### config.mk
export PLATFORM = sky130hd
export DESIGN_NAME = leaf_slot_scheduler
export DESIGN_NICKNAME = d
export VERILOG_FILES = /design/src/rtl/leaf_slot_scheduler.sv
export SDC_FILE = /design/constraint.sdc
export NUM_CORES = 1
export LEC_CHECK = 0
export BUFFER_PORTS_ARGS = -buffer_cell sky130_fd_sc_hd__buf_2
export CORE_UTILIZATION = 40
export CTS_CLUSTER_DIAMETER = 150
export DETAILED_ROUTE_END_ITERATION = 10
export SETUP_SLACK_MARGIN = 0.02
export SLEW_MARGIN = 10
export SYNTH_ARGS = -nofsm -noshare
export SYNTH_HDL_FRONTEND = slang
export SYNTH_SLANG_ARGS = --single-unit
export TNS_END_PERCENT = 30
### constraint.sdc
create_clock -name clk -period 5.3 [get_ports clk]
set_clock_uncertainty 0.15 [all_clocks]
set_input_delay 0.265 -clock clk [delete_from_list [all_inputs] [get_ports clk]]
set_output_delay 0.265 -clock clk [all_outputs]
set_load 0.05 [all_outputs]
### src/rtl/leaf_slot_scheduler.sv
// leaf_slot_scheduler
// Round-robin arbiter that hands a single shared resource slot to one leaf
// at a time. A holder keeps the slot until it pulses done, drops its request,
// or uses up its hold budget (preemption). Each grant is followed by one
// RELEASE cycle and one IDLE cycle before the next grant can be issued.
//
// Handshake: a leaf owns the slot in every cycle where gnt[i] is high. It
// gives the slot back by presenting done[i]=1 or req[i]=0 at a clock edge.
// After that edge gnt drops. Only the current holder's done bit has any effect.
module leaf_slot_scheduler #(
   parameter int NUM_REQ  = 10,
   parameter int MAX_HOLD = 16,
   parameter int ID_W     = 4
) (
   input  logic               clk,
   input  logic               rst,
   input  logic [NUM_REQ-1:0] req,
   input  logic [NUM_REQ-1:0] done,
   output logic [NUM_REQ-1:0] gnt,
   output logic               gnt_valid,
   output logic [ID_W-1:0]    gnt_id,
   output logic               preempt,
   output logic               busy,
   output logic [1:0]         o_dbg_state
);

   localparam logic [1:0] ST_IDLE    = 2'd0;
   localparam logic [1:0] ST_GRANT   = 2'd1;
   localparam logic [1:0] ST_RELEASE = 2'd2;

   localparam logic [NUM_REQ-1:0] ONE_HOT_0 = {{(NUM_REQ-1){1'b0}}, 1'b1};

   logic [1:0]         r_state;
   logic [NUM_REQ-1:0] r_gnt;
   logic [ID_W-1:0]    r_gnt_id;
   logic [ID_W-1:0]    r_ptr;
   logic [7:0]         r_hold_cnt;
   logic               r_preempt;

   logic               w_found;
   logic [ID_W-1:0]    w_sel;
   logic [ID_W-1:0]    w_ptr_next;
   logic               w_holder_release;
   logic               w_budget_spent;

   // Rotating-priority search: first requester at or after r_ptr, wrapping at NUM_REQ-1.
   always_comb begin : search
      logic [ID_W:0] v_idx;
      w_found = 1'b0;
      w_sel   = '0;
      v_idx   = '0;
      for (int k = 0; k < NUM_REQ; k++) begin
         v_idx = {1'b0, r_ptr} + (ID_W+1)'(k);
         if (v_idx >= (ID_W+1)'(NUM_REQ)) begin
            v_idx = v_idx - (ID_W+1)'(NUM_REQ);
         end
         if (!w_found && req[v_idx[ID_W-1:0]]) begin
            w_found = 1'b1;
            w_sel   = v_idx[ID_W-1:0];
         end
      end
   end

   // Holder-specific release terms and the pointer value used after any grant exit.
   always_comb begin
      w_holder_release = done[r_gnt_id] | ~req[r_gnt_id];
      w_budget_spent   = (r_hold_cnt == 8'(MAX_HOLD));
      w_ptr_next       = (r_gnt_id == ID_W'(NUM_REQ-1)) ? '0 : (r_gnt_id + ID_W'(1));
   end

   // Scheduler FSM with grant, pointer, hold counter and preempt pulse registers.
   always_ff @(posedge clk or posedge rst) begin
      if (rst) begin
         r_state    <= ST_IDLE;
         r_gnt      <= '0;
         r_gnt_id   <= '0;
         r_ptr      <= '0;
         r_hold_cnt <= '0;
         r_preempt  <= 1'b0;
      end else begin
         r_preempt <= 1'b0;
         case (r_state)
            ST_IDLE: begin
               if (w_found) begin
                  r_gnt      <= ONE_HOT_0 << w_sel;
                  r_gnt_id   <= w_sel;
                  r_hold_cnt <= 8'd1;
                  r_state    <= ST_GRANT;
               end
            end
            ST_GRANT: begin
               if (w_holder_release || w_budget_spent) begin
                  // A holder release on the budget edge is a normal release, not a preemption.
                  r_preempt <= ~w_holder_release;
                  r_gnt     <= '0;
                  r_gnt_id  <= '0;
                  r_ptr     <= w_ptr_next;
                  r_state   <= ST_RELEASE;
               end else if (r_hold_cnt != 8'hFF) begin
                  r_hold_cnt <= r_hold_cnt + 8'd1;
               end
            end
            ST_RELEASE: begin
               r_state <= ST_IDLE;
            end
            default: begin
               r_gnt    <= '0;
               r_gnt_id <= '0;
               r_state  <= ST_IDLE;
            end
         endcase
      end
   end

   // Outputs come straight from registers; the grant is valid exactly in GRANT.
   always_comb begin
      gnt         = r_gnt;
      gnt_id      = r_gnt_id;
      gnt_valid   = (r_state == ST_GRANT);
      busy        = (r_state != ST_IDLE);
      preempt     = r_preempt;
      o_dbg_state = r_state;
   end

endmodule

==> metrics.txt <==
GRT met3 Usage=0.0275; share of cells above drive strength 1=0.217; CP max FO=22; Pre-Repair DR Iteration Count=9; final WL=between 15000 and 20000 µm; RSZ-0062 raised after global routing=false; Ant. Diodes=0; post-CTS sizing=0; Wirelength per Cell=~21 µm; fin crit share=0.909; Fin Hold WS=-0.0207 ns; fin cells=roughly 750; Post-route DRC=1; crit path time final=roughly 4.8 ns; fin area=0.00533 mm²; CTS H-tree depth=2; M2 GR Usage=0.422; most frequent cells in the layout=nand2_1 (49), nor2_1 (40), buf_2 (40), a21oi_1 (38), dfrtp_1 (28); Initial Utilization=0.419; fin nets=between 600 and 700; top post-synthesis cells by area=dfrtp_1 (15%), ha_1 (5.9%), mux2i_1 (5.3%), a21oi_1 (3.9%), nand2_1 (3.8%); EDFF count, synth=0; row cnt=39; Clk Latency, worst-skew pair=between 0.2 and 0.3 ns; height of the die=about 110 µm; launching element type of the critical path=flip-flop; post-route ant nets=0; vias in the first global route=around 4800; FF+latch count, synth=29; WS Path Type=reg -> reg; largest net degree at the start of global routing=30; Mapped Area=between 0.004 and 0.005 mm²; worst reg2reg path startpoint=r_ptr[3]; I/O pin cnt=41; Sink Count=29; DIE AREA=0.0126 mm²; first-pass GRT wire length=between 20000 and 30000 µm; placed insts=between 700 and 800; Ys Warns=0; CTS tree=yes; aggregate global-route resource usage=0.260; gpl congestion=about 0.98; Die X=roughly 110 µm; Setup Fix Bufs, Post-CTS=0; Async SR Flop Fraction=1.00; max_slew headroom=0.255; register area share after synthesis=0.149; fillers=between 1000 and 1500; Final Hold Fails=29; Max-Cap Viols=0; syn_area_per_cell=roughly 8.5 µm²; DPL Wire Length=approximately 12000 µm; clk slew on worst S/H paths=0.05 ns; fin. max-slew vios=0; top_reg_cell synth=dfrtp_1; hold_buf cts=0; CTS Buf Count=5; worst-margin pin slew=roughly 1.1 ns; P&R area growth vs syn=9.51%; via density per instance=approximately 6.6; initial antenna violation count=0; top cell type by total area after synthesis=dfrtp_1; # setup viols final=0; syn_nets=620; fmax=a little over 0.2 GHz; post-synth cell types=around 110; setup TNS=0 ns; Congestion Overflow GR=0; class of the worst hold path=in -> async; Clock Path Buffers=2; gr busiest metal=met2; Starting DRT DRC Count=about 400; most common cell after layout, fill and taps aside=nand2_1; worst setup path startpoint=r_ptr[3]; failing checks=DRC, hold timing; cells after synthesis=574; placed inst area=just over 0.005 mm²; CTS root buf=clkbuf_16; detailed-route via count=4945; GR met1 Demand/Resource=0.356; crit path DAT=around 4.8 ns; Crit path required time=5.27 ns; Core ar.=between 0.01 and 0.015 mm²; status=finished with violations; Synth top area share=0.149; I/O Buffers=40; Critical Path Sink Type=flip-flop
[synth_stat cells, types with 4 or more instances]
master     instances
clkbuf_1          15
mux2_2             9
o211a_1            6
o221ai_1           4
o22ai_1            4
nor3_1             7
a21oi_1           38
o32ai_1            4
mux2i_1           26
ha_1              23
o21ai_1            7
xor2_1             6
nand2b_1          14
a211oi_1           9
mux4_2             8
o21ai_0           24
a211o_1            6
a31oi_1            4
o211ai_1          13
inv_1             22
a21o_1             8
nand2_1           49
o2111a_1           4
xnor2_1            9
nor2_1            40
a21boi_1           5
and3_1             5
buf_6              5
nor2b_1           11
and2_1             6
dfrtp_1           29
and3b_1            4
a32o_1             8
nand3_1           20
buf_2              6
or2_2              6
o31ai_1            5
o2111ai_1          7
[layer usage]
| layer | share of wire | routed length (µm) | vias up |
|---|---|---|---|
| met5 | 0 | 0 | - |
| met4 | 0.032 | 504 | 0 |
| met3 | 0.067 | 1080 | 43 |
| met2 | 0.45 | 7250 | 226 |
| met1 | 0.45 | 7150 | 2405 |
| li1 | - | - | 2271 |
[path summary, 6_finish.rpt]
kind	to	slack [ns]	cells after the start
max	gnt[5]	0.48	12
min in group clk	gnt[1]	0.35	2
max reg2reg	gnt[5]	0.48	12
max in group asynchronous	r_ptr[0]	4.47	2
min reg2reg	gnt[1]	0.35	2
min	gnt[0]	-0.02	2
[per-stage QoR]
step / utilization / worst slack (ns) / hold slack [ns]
2_1_floorplan: - / 0.784 / 0.193
3_3_place_gp: 0.444 / 0.648 / 0.331
3_5_place_dp: 0.444 / 0.614 / 0.322
4_1_cts: 0.459 / 0.576 / 0.175
5_1_grt: 0.459 / 0.155 / 0.0429
6_report: 0.459 / 0.482 / -0.0207
[state kept, by name (all words and copies together) (netlist names)]
| signal | count |
|---|---|
| o_dbg_state | 2 |
| gnt | 10 |
| preempt | 1 |
| r_hold_cnt | 8 |
| gnt_id | 4 |
| r_ptr | 4 |
[logic make-up (layout without fill, tap and decap cells)]
group                      Yosys count  in the layout  synth area share
muxes                               47             47             0.122
xor gates and xnor gates            19             19            0.0427
AOI/OAI and AO/OA                  207            207             0.346
adders and majority gates           24             24            0.0633
and+or+nand+nor                    194            194             0.221
DFF                                 29             29             0.149
buffers and inverters               54             84            0.0548
[area by class of cell]
cell class | instances | area, µm² | share of cell area
clock inverters | 1 | 30.0 | 0.00564
well taps | 143 | 179 | 0.0336
flip-flops and latches | 29 | 727 | 0.136
inverters | 25 | 93.8 | 0.0176
clock buffers | 7 | 143 | 0.0268
repair buffers | 51 | 283 | 0.0531
multi-input cells | 491 | 3870 | 0.727
[critical path, stage by stage, from the launching register on]
cell and delay [ns]:
dfrtp_1 0.92, inv_2 0.34, ha_1 0.52, and3b_1 0.25, o211ai_1 0.23, nor4_1 0.53
a211o_1 0.23, a211oi_2 0.08, and4_4 0.26, o21ai_0 0.13, a21oi_1 0.10, o32ai_1 0.70
o31ai_1 0.20
Power is not shown: default switching activity piles up to over one toggle a cycle in this logic, so the estimate is an artifact.
